## config.mk

```make
export PLATFORM = sky130hd
export DESIGN_NAME = leve_axir_arb
export DESIGN_NICKNAME = d
export VERILOG_FILES = /design/src/rtl/leve_axir_arb.sv
export SDC_FILE = /design/constraint.sdc
export NUM_CORES = 1
export LEC_CHECK = 0
export BUFFER_PORTS_ARGS = -buffer_cell sky130_fd_sc_hd__buf_2
export CORE_AREA = 2 2 168 170
export CTS_BUF_LIST = sky130_fd_sc_hd__clkbuf_4 sky130_fd_sc_hd__clkbuf_8
export DETAILED_ROUTE_END_ITERATION = 10
export DIE_AREA = 0 0 170 172
export PLACE_DENSITY = 0.37
export RECOVER_POWER = 50
export SLEW_MARGIN = 20
export SYNTH_ARGS = -nofsm -noshare
export SYNTH_HDL_FRONTEND = slang
export SYNTH_SLANG_ARGS = --single-unit
```

## constraint.sdc

```tcl
create_clock -name CLK -period 1.8 [get_ports CLK]
set_input_delay 0.36 -clock CLK [delete_from_list [all_inputs] [get_ports CLK]]
set_output_delay 0.36 -clock CLK [all_outputs]
set_load 0.01 [all_outputs]
```

## src/rtl/leve_axir_arb.sv

```systemverilog
`default_nettype none
// ============================================================================
// Module   : leve_axir_arb
// Purpose  : Two-to-one AXI read-channel arbiter. Requester 0 (instruction
//            burst buffer) and requester 1 (load/store unit) share one read
//            initiator port. A grant covers a whole burst, from the AR
//            handshake to the R beat carrying RLAST. Fairness is round-robin.
//            Only one transaction is outstanding at a time, so no ID routing
//            is needed.
// Ports    : CLK, RSTn (asynchronous, active-low)
//            S0_* / S1_*  requester-side AR and R channels
//            M_*          memory-side AR and R channels
//            GNT          one-hot current owner (00 = none)
//            BUSY         high whenever a burst is being served
// Revision : 1.0  initial release
// ============================================================================
module leve_axir_arb #(
  parameter int ADDR_W = 64,
  parameter int DATA_W = 64,
  parameter int LEN_W  = 8
) (
  input  logic              CLK,
  input  logic              RSTn,
  // requester 0 (ifetch)
  input  logic              S0_ARVALID,
  output logic              S0_ARREADY,
  input  logic [ADDR_W-1:0] S0_ARADDR,
  input  logic [1:0]        S0_ARBURST,
  input  logic [LEN_W-1:0]  S0_ARLEN,
  output logic              S0_RVALID,
  input  logic              S0_RREADY,
  output logic [DATA_W-1:0] S0_RDATA,
  output logic              S0_RLAST,
  // requester 1 (data)
  input  logic              S1_ARVALID,
  output logic              S1_ARREADY,
  input  logic [ADDR_W-1:0] S1_ARADDR,
  input  logic [1:0]        S1_ARBURST,
  input  logic [LEN_W-1:0]  S1_ARLEN,
  output logic              S1_RVALID,
  input  logic              S1_RREADY,
  output logic [DATA_W-1:0] S1_RDATA,
  output logic              S1_RLAST,
  // memory side
  output logic              M_ARVALID,
  input  logic              M_ARREADY,
  output logic [ADDR_W-1:0] M_ARADDR,
  output logic [1:0]        M_ARBURST,
  output logic [LEN_W-1:0]  M_ARLEN,
  input  logic              M_RVALID,
  output logic              M_RREADY,
  input  logic [DATA_W-1:0] M_RDATA,
  input  logic              M_RLAST,
  // status
  output logic [1:0]        GNT,
  output logic              BUSY
);

  localparam logic [1:0] ST_IDLE = 2'd0;
  localparam logic [1:0] ST_ADDR = 2'd1;
  localparam logic [1:0] ST_DATA = 2'd2;

  logic [1:0] state_q, state_d;
  logic [1:0] gnt_q, gnt_d;
  logic       pri_q, pri_d;     // requester favoured on a tie
  logic       sel1;             // granted requester is 1

  assign sel1 = gnt_q[1];

  // --------------------------------------------------------------------------
  // State register
  // --------------------------------------------------------------------------
  always_ff @(posedge CLK or negedge RSTn) begin
    if (!RSTn) begin
      state_q <= ST_IDLE;
      gnt_q   <= 2'b00;
      pri_q   <= 1'b0;
    end else begin
      state_q <= state_d;
      gnt_q   <= gnt_d;
      pri_q   <= pri_d;
    end
  end

  // --------------------------------------------------------------------------
  // Next-state logic
  // --------------------------------------------------------------------------
  always_comb begin
    state_d = state_q;
    gnt_d   = gnt_q;
    pri_d   = pri_q;
    case (state_q)
      ST_IDLE: begin
        if (S0_ARVALID || S1_ARVALID) begin
          state_d = ST_ADDR;
          if (S0_ARVALID && S1_ARVALID)
            gnt_d = pri_q ? 2'b10 : 2'b01;
          else
            gnt_d = S1_ARVALID ? 2'b10 : 2'b01;
        end
      end
      ST_ADDR: begin
        if (M_ARVALID && M_ARREADY)
          state_d = ST_DATA;
      end
      ST_DATA: begin
        if (M_RVALID && M_RREADY && M_RLAST) begin
          state_d = ST_IDLE;
          gnt_d   = 2'b00;
          // The loser of this burst is favoured next: if 0 owned it, favour 1.
          pri_d   = gnt_q[0];
        end
      end
      default: begin
        state_d = ST_IDLE;
        gnt_d   = 2'b00;
      end
    endcase
  end

  // --------------------------------------------------------------------------
  // Output logic: pure routing gated by state and owner
  // --------------------------------------------------------------------------
  always_comb begin
    M_ARVALID  = 1'b0;
    M_ARADDR   = sel1 ? S1_ARADDR  : S0_ARADDR;
    M_ARBURST  = sel1 ? S1_ARBURST : S0_ARBURST;
    M_ARLEN    = sel1 ? S1_ARLEN   : S0_ARLEN;
    M_RREADY   = 1'b0;
    S0_ARREADY = 1'b0;
    S1_ARREADY = 1'b0;
    S0_RVALID  = 1'b0;
    S1_RVALID  = 1'b0;
    S0_RLAST   = 1'b0;
    S1_RLAST   = 1'b0;
    // Data is broadcast; only the owner's RVALID qualifies it.
    S0_RDATA   = M_RDATA;
    S1_RDATA   = M_RDATA;
    case (state_q)
      ST_ADDR: begin
        // A requester dropping ARVALID early simply leaves M_ARVALID low.
        M_ARVALID  = sel1 ? S1_ARVALID : S0_ARVALID;
        S0_ARREADY = gnt_q[0] & M_ARREADY;
        S1_ARREADY = gnt_q[1] & M_ARREADY;
      end
      ST_DATA: begin
        M_RREADY  = sel1 ? S1_RREADY : S0_RREADY;
        S0_RVALID = gnt_q[0] & M_RVALID;
        S1_RVALID = gnt_q[1] & M_RVALID;
        S0_RLAST  = gnt_q[0] & M_RLAST;
        S1_RLAST  = gnt_q[1] & M_RLAST;
      end
      default: ;
    endcase
  end

  assign GNT  = gnt_q;
  assign BUSY = (state_q != ST_IDLE);

endmodule
`default_nettype wire

```

==> results <==
- The run finished, with violations left.
- The checks that failed: setup timing.
- The number of vias per cell after detailed routing is 2.85.
- The maximum number of pins on one net before global-route repair is 39.
- After detailed routing, the average wire length per cell comes to 11.9 µm.
- The commonest cells after synthesis are buf_4 (129), mux2_2 (74), buf_2 (7), and3_1 (6), dfrtp_1 (5).
- The later pin in the worst-skew pair is clocked with a latency of 0.22 ns.
- The share of the cycle needed by the critical path after routing is 1.01.
- The peak fanout along the critical path is 38.
- The depth of the CTS H-tree is 1.
- The number of nets with antenna violations after routing is 0.
- Across all setup checks in the final design, the least slack found is -0.00949 ns.
- After synthesis, the mean cell area works out to 8.83 µm².
- The floorplan die area is 29200 µm².
- The min-delay analysis places its worst path in the category in -> reg.
- At the worst endpoint, the required time is 1.44 ns.
- The number of enable flip-flop cells after synthesis is 0.
- The layout has 3177 filler cells.
- The instance count after placement with tap cells included is 703.
- For this run, the slowest stage of the critical path takes 0.51 ns.
- The most used flip-flop cell after synthesis is dfrtp_1.
- The area of the core region is between 20000 and 30000 µm².
- For this run, design rule violations remaining after detail routing come to 0.
- The number of iterations in the first detailed-routing pass is 4.
- From synthesis to final layout, the design area changed by 36.6%.
- The number of nets in the synthesized netlist is ~470.
- The initial utilization of the core area, before any placement, comes to 0.0797.
- The total number of yosys warnings is 0.
- The post-route clock skew is 0.00283 ns.
- IR analysis of the VDD net gives a maximum drop of 0.000255 V.
- The count of cells in the finished layout, fillers not included, comes to 708.
- The largest delay contributor family on the critical path is flip-flops.
- The final number of hold-violating endpoints is 0.
- The transition time at the pin with the least slew margin is 0.308 ns.
- The number of buffers added on ports is around 240.
- The final RePlAce weighted congestion is 0.620.
- The portion of synthesized cell area occupied by the leading cell type is 0.442.
- The CTS tree is yes.
- The critical path depth is 3.
- The critical path starts at GNT[1].
- The mapped netlist covers between 2000 and 2500 µm².
- The worst pin sits at a relative slew slack of 0.795.
- Clock-pin slew was measured on the worst setup and hold paths at about 0.04 ns.
- The floorplan has 61 rows.
- The final-report max-slew violation count is 0.
- The floorplan die height is around 170 µm.
- The endpoint of the worst-slack reg-to-reg timing path is pri_q.
- The number of antenna violations at the first check in global routing came to 0.
- Setup repair after global routing could not meet its margin everywhere.
- The worst flop-to-flop path startpoint is GNT[1].
- The power density over cell area is 844 nW/µm².
- Following the worst setup path forward leads to its endpoint at M_ARADDR[9].
- The number of placed I/O pins is 434.
- Data on the critical path arrives at its endpoint at around 1.5 ns.
- The setup-violating endpoint count in the final report is 4.
- The cell sitting at the root of the clock tree is a clkbuf_8.
- The all-layer global routing usage is 0.0479.
- The via count of the first global-routing pass is 1773.
- The classification of the worst setup path is reg -> out.
- The slowest stage of the critical path belongs to the cell dfrtp_4.
- The critical path contains buffers and inverters numbering 2 combined.
- Measured in cells, the most critical reg-to-reg path has a length of 4.
- The synthesized design spends more area on one cell type than any other, namely buf_4.
- The critical path goes through buf_16, mux2_4, buf_6.
- The fraction of final layout cells sized beyond drive strength 1 is 0.906.
- 0 antenna diodes ended up in the layout.
- For this block, the initial DRC count from the detailed router was 50.
- The die extent in x is between 150 and 200 µm.
- At the end of the flow the core is filled with cells to 0.109.
- After synthesis, the cell types taking the most area are buf_4 (44%), mux2_2 (38%), dfrtp_1 (5.7%).
- Counting flops and latches in the post-synthesis netlist gives 5.
- The startpoint type of the worst setup path is a flip-flop.
- Counting every instance in the synthesized netlist gives 248.
- The global-route wire length before repair is 10.3 mm.
- The most common cell in the synthesized netlist is buf_4.
- The count of different cell masters after synthesis is 20.
- In the final design database the tool counted 584 nets.
- The final routed wirelength across all metal layers is about 8.4 mm.
- Max-cap violations in this run came to 0.
- Global routing finished with a remaining overflow of 0.
- Subtracting the final worst setup slack from the clock period gives 1.81 ns.
- STA classifies the critical path endpoint as an output port.
- The fraction of registers with async set or reset after synthesis is 1.00.
- The CTS buffer count is 3.
- The clock net in this run drives a total of 5 sinks.
- The highest achievable clock rate is 0.553 GHz.
- After legalization and detailed placement, the total HPWL measured between 7 and 8 mm.
- The buffer count from post-CTS setup fixing is 0.
- The sequential share of the synthesized area is 0.0571.
- The slack of the worst reg-to-reg path is 0.25 ns.
- The static power due to leakage is 1.48 nW.
- For this block, the via count after detailed routing is 2015.
- In this run the deepest clock path goes through 2 buffers.
power breakdown:
part           switching, mW  internal [mW]
Sequential            0.0899          0.167
Combinational          0.920           1.12
Clock                 0.0590          0.167
Total                   1.07           1.46
sequential cells by signal, summed over array words and instances, names as in the netlist:
register / flops
pri_q: 1
state_q: 2
GNT: 2
cell families (layout without fill, tap and decap cells):
kind of cell           count (synthesis)  after routing  synth area share
buffers and inverters                137            251             0.463
AOI/OAI and AO/OA                      5              5            0.0166
and+or+nand+nor                       24             24            0.0668
muxes                                 77             77             0.396
DFF                                    5              5            0.0571
cell type report:
cell class	count	area [µm²]	share of cell area
multi-input cells	106	1070	0.357
clock buffers	4	48.8	0.0163
flip-flops and latches	5	129	0.0431
well taps	346	433	0.145
repair buffers	247	1310	0.439
how the worst min path moves through the flow:
stage / start / to / slack [ns] / cells past startpoint
after CTS: S0_ARVALID / state_q[0] / 0.49 / 3
final: S1_ARVALID / state_q[0] / 0.48 / 3
after global placement: RSTn / state_q[0] / 0.19 / 1
after global routing: pri_q / pri_q / 0.54 / 1
after detailed placement: RSTn / state_q[0] / 0.19 / 1
after floorplan: RSTn / GNT[0] / 0.06 / 0
layer usage:
metal	GRT usage	share of wire	up-vias
li1	-	-	934
met4	0.0349	0.045	0
met5	0	0	-
met3	0.0156	0.12	40
met1	0.0495	0.35	875
met2	0.0818	0.48	166
worst min-delay path, stage by stage:
cell,delay (ns)
buf_2,0.11
nor3_1,0.05
nor3_1,0.12
stage by stage:
stage | hold WS [ns] | power (mW) | setup TNS, ns | setup WS [ns] | instance area, µm²
5_1_grt | 0.538 | 2.72 | -2.36 | -0.0656 | 2990
3_3_place_gp | 0.193 | 2.26 | 0 | 0.167 | 2880
4_1_cts | 0.494 | 2.52 | -0.0975 | -0.0342 | 2950
6_report | 0.484 | 2.53 | -0.0297 | -0.00949 | 2990
2_1_floorplan | 0.0644 | 1.72 | 0 | 0.320 | 2190
3_5_place_dp | 0.192 | 2.26 | 0 | 0.182 | 2880
cells in the final DEF (no fill, tap or decap):
master and count:
buf_2 236, mux2_2 70, and3_1 6, buf_6 5, dfrtp_1 4, mux2_4 4
nor2b_1 3, nand2b_1 3, nand2_1 3, o22ai_1 3, clkbuf_8 3, nor2_1 2
nor3_1 2, a2bb2oi_1 2, buf_4 2, dfrtp_4 1, or2_2 1, mux2i_1 1
mux2i_2 1, nor2b_2 1, nand3b_1 1, and2_1 1, nor3_4 1, mux2_1 1
clkbuf_4 1, dlygate4sd3_1 1, clkbuf_1 1, buf_16 1, buf_12 1
timing repair:
item | in CTS | in global routing
hold buffers | 1 | 0
endpoints found under the hold margin | 5 | 0
gates resized for setup | 3 | 8
setup endpoints to repair | 7 | 63
pin swaps | 0 | 0
(Power assumes the default switching activity.)
